--- config.mk ---
export PLATFORM = sky130hd
export DESIGN_NAME = data_memory
export DESIGN_NICKNAME = d
export VERILOG_FILES = /design/src/rtl/data_memory.sv
export SDC_FILE = /design/constraint.sdc
export NUM_CORES = 2
export LEC_CHECK = 0
export ABC_CLOCK_PERIOD_IN_PS = 5000
export CAP_MARGIN = 5
export CORE_UTILIZATION = 69
export DETAILED_ROUTE_END_ITERATION = 10
export PLACE_DENSITY = 0.86
export SETUP_SLACK_MARGIN = 0.3
export SYNTH_ARGS = -nofsm -noshare
export SYNTH_HDL_FRONTEND = slang
export SYNTH_SLANG_ARGS = --single-unit
--- constraint.sdc ---
create_clock -name clk -period 5 [get_ports clk]
set_input_delay 1 -clock clk [delete_from_list [all_inputs] [get_ports clk]]
set_output_delay 1 -clock clk [all_outputs]
set_load 0.02 [all_outputs]
--- src/rtl/data_memory.sv ---
// data_memory: word-addressed RAM with a combinational read port and a
// single-edge synchronous clear.
//   - Depth is 2**ADDR_WIDTH words of DATA_WIDTH bits. Every address is
//     valid; addresses do not wrap or alias.
//   - Writes happen on the rising clk edge and can be read from the next cycle.
//   - The read path has no latency. ReadData is all zeros while MemRead is low.
//   - rst is synchronous and active low. It clears every word in one edge,
//     and it overrides a write requested in the same cycle.
// Optional build macro DATA_MEMORY_FWD_EN:
//   When defined, a simultaneous read and write (with rst high) forwards
//   WriteData straight to ReadData.
//   When undefined, ReadData shows the stored word until the write edge.
module data_memory #(
    parameter int ADDR_WIDTH = 8,
    parameter int DATA_WIDTH = 8
) (
    input  logic                  clk,
    input  logic                  rst,
    input  logic [ADDR_WIDTH-1:0] Address,
    input  logic [DATA_WIDTH-1:0] WriteData,
    input  logic                  MemRead,
    input  logic                  MemWrite,
    output logic [DATA_WIDTH-1:0] ReadData
);

    localparam int DEPTH = 1 << ADDR_WIDTH;

    // Flop-based array: a RAM macro could not clear all words in one edge.
    logic [DATA_WIDTH-1:0] mem_q [DEPTH];
    logic [DATA_WIDTH-1:0] mem_d [DEPTH];

    // Next memory contents. Only a write enable of exactly 1 modifies a word.
    always_comb begin
        mem_d = mem_q;
        if (MemWrite == 1'b1) begin
            mem_d[Address] = WriteData;
        end
    end

    // Storage register. Reset clears every word and discards any pending write.
    always_ff @(posedge clk) begin
        if (!rst) begin
            for (int i = 0; i < DEPTH; i++) begin
                mem_q[i] <= '0;
            end
        end else begin
            mem_q <= mem_d;
        end
    end

    // Combinational read port, gated to zero when no read is requested.
    always_comb begin
        ReadData = '0;
        if (MemRead == 1'b1) begin
`ifdef DATA_MEMORY_FWD_EN
            if (MemWrite == 1'b1 && rst == 1'b1) begin
                ReadData = WriteData;
            end else begin
                ReadData = mem_q[Address];
            end
`else
            ReadData = mem_q[Address];
`endif
        end
    end

endmodule

==> impl_metrics.json <==
{
  "status": "complete, no violations",
  "fin_crit_sh": 0.973,
  "crit_family": "simple AND/OR/NAND/NOR gates",
  "relSlewSlack": 0.202,
  "clock-sinks": 2048,
  "synth_edf_count": 0,
  "avgSynthCellArea_um2": 8.71,
  "finalMaxSlewViolations": 0,
  "design.final.nets": 10800,
  "clk_transition_reported_paths_ns": 0.05,
  "cts_tree": "done",
  "grt.total_usage": 0.455,
  "via_per_inst": 6.66,
  "syn_area_mm2": 0.0949,
  "utilization": 0.776,
  "post-place-ws_ns": -0.705,
  "htree_levels": 4,
  "layout-drive-gt1-share": 0.130,
  "placementRows": 135,
  "drt_iter0_markers": 12700,
  "fp.dieH_um": 373,
  "skew_ns": 0,
  "hold_violations": 0,
  "drt-met1-wl_um": 116000,
  "ir_worst_vdd_mv": 0.391,
  "fillers": 8860,
  "final_common_cell": "nand2_1",
  "cpMaxStageDelayCell": "nor4_4",
  "powerDensity_mw_per_mm2": 330,
  "arrival_ns": 3.87,
  "wl_um": 327000,
  "grt_max_degree": 188,
  "ios": 28,
  "slowest_delay_ns": 0.57,
  "area_growth_pct": 11.1,
  "holdCritPathClass": "flop to flop",
  "rsz0062_at_grt": "true",
  "synth_ff_type": "dfxtp_1",
  "drc_errors": 0,
  "startpoint_type": "input port",
  "final_area_mm2": 0.105,
  "top_regs": "mem_q (2048)",
  "crit_buf_inv": 5,
  "period_minus_slack_ns": 4.87,
  "regMostFlops": "mem_q",
  "grt.overflow.total": 0,
  "wl_per_cell_um": 25.7,
  "largest_reg_flops": 2048,
  "r2r_start": "mem_q[1759]",
  "worst_pin_slew_ns": 1.19,
  "grt_pass1_vias": 81700,
  "finalSetupViolations": 0,
  "power.leakage_nw": 33.9,
  "placedCellCount": 12300,
  "clock_latency_ns": 0.83,
  "topRoutingLayerUsed": "met5",
  "final_cell_mix": "nand2_1 (4361), dfxtp_1 (2048), a21boi_0 (1582), a21boi_1 (466), mux4_2 (342)",
  "grt_pass1_wl_um": 489000,
  "clk_path_buf_depth": 3,
  "ant_nets": 0,
  "core_mm2": 0.136,
  "cap_violations": 0,
  "firstDrtPassIters": 7,
  "end_kind": "output port",
  "start_util": 0.698,
  "fin_hold_ws_ns": 0.449,
  "root_buffer": "clkbuf_16",
  "cts_buffers": 202,
  "synth_cells": 10900,
  "synth_seq_cells": 2048,
  "synth_fp_nets": 10900,
  "wl_met2_um": 138000,
  "rr_endpoint": "mem_q[1759]",
  "num_vias": 84500,
  "worst-r2r-cell-count": 2,
  "min_from": "mem_q[1462]",
  "path_class": "input port to output port",
  "setup_slack_ns": 0.134,
  "grt_antenna_before_repair": 19,
  "worst-path-stages": 12,
  "post-dp-hpwl_um": 208000,
  "async_flop_share": 0,
  "final_cells": 12700,
  "holdPathStages": 2,
  "seq_area_frac_synth": 0.432,
  "critPathRequiredTime_ns": 4.00,
  "ys_warn_count": 0,
  "place_area_mm2": 0.0972,
  "die_w_um": 373,
  "io_buffer_count": 27,
  "dr_wl_met3_um": 46200,
  "worst-path-max-fanout": 17,
  "whs_endpoint": "mem_q[1462]",
  "ys_types": 75,
  "fmax_mhz": 206,
  "cts_hold_buf": 0,
  "cp_cell_sequence": "buf_2 -> buf_12 -> nor2b_4 -> nand2_1 -> buf_12 -> nor2_1 -> a2111oi_4 -> nand4_1 -> o211ai_1 -> nor4_4 -> buf_4 -> buf_4",
  "die_area_mm2": 0.139,
  "gp_congestion": 1.01,
  "rrSetupSlack_ns": 4.13
}
==> how the worst max path moves through the flow <==
stage                           from          end  slack, ns
after floorplan           Address[3]  ReadData[5]       0.91
after detailed placement  Address[3]  ReadData[6]      -0.71
after global routing      Address[0]  ReadData[2]       0.25
after CTS                 Address[0]  ReadData[2]       0.30
final                     Address[3]  ReadData[7]       0.13
after global placement    Address[3]  ReadData[6]      -0.73
==> through the flow <==
stage	setup TNS (ns)	total power [mW]
floorplan	0	18.1
finish	0	34.8
global placement	-2.72	18.8
detailed placement	-2.80	18.8
global route	0	35.4
CTS	0	34.5
==> power breakdown <==
| group | internal (mW) | total [mW] | leakage (nW) | switching, mW |
|---|---|---|---|---|
| clock | 9.42 | 16.1 | 3.45 | 6.66 |
| sequential | 16.3 | 16.3 | 16.5 | 0.0118 |
| combinational | 0.790 | 2.35 | 13.9 | 1.56 |
| total | 26.5 | 34.8 | 33.9 | 8.23 |
==> cell usage after synthesis (all sizes together), types with 3 or more instances <==
cell type,number,area [um2]
nor2b,17,106
a2111oi,14,123
nor3,24,148
mux4,374,8540
and2,13,83.8
nand2b,8,57.6
o211ai,28,210
nand3b,3,26.3
clkbuf,492,1870
inv,4,15.0
nor2,311,2110
a21oi,45,225
buf,248,1890
o22ai,57,357
o221ai,3,26.3
nand3,128,651
or4,6,45.0
a211oi,26,200
nand4,20,125
nand2,4412,16700
nor4,20,163
a221oi,3,32.5
and3,13,86.3
a22oi,111,848
a21boi,2048,15400
mux2,16,180
a31oi,9,56.3
mux2i,309,3090
o22a,14,123
a22o,17,149
o21ai,33,165
dfxtp,2048,41000
==> worst register-to-register path: cells and delay by family, from the launching register on <==
family	cells	cell delay, ns
compound gates	1	0.32
flops	1	0.36
simple gates	1	0.07
==> metal layers <==
metal,vias to the layer above,track usage
met5,-,0
met4,24,0.314
met3,1513,0.128
met2,6158,0.670
met1,40200,0.578
li1,36600,-
==> repair_timing <==
item | CTS | global route
gates cloned | 6 | 6
resized for setup | 112 | 69
pin swaps | 27 | 29
buffers inserted | 9 | 7
endpoints found under the setup margin | 8 | 7
endpoints found under the hold margin | 0 | 0
==> cell families after synthesis <==
family | share of synthesized area
AO/OA/AOI/OAI | 0.189
multiplexers | 0.124
buffers and inverters | 0.0398
flip-flops | 0.432
AND/OR/NAND/NOR | 0.215
==> final cells by class <==
cell class              instances  area [um2]  area share
flip-flops and latches       2048       41000       0.389
inverters                       4        17.5    0.000166
well taps                    1781        2230      0.0211
multi-input cells            8101       51000       0.483
diodes                         13        32.5    0.000308
clock buffers                 293        6000      0.0569
repair buffers                380        4280      0.0406
clock inverters                70         963     0.00913
Power figures use the tool's default switching activity.
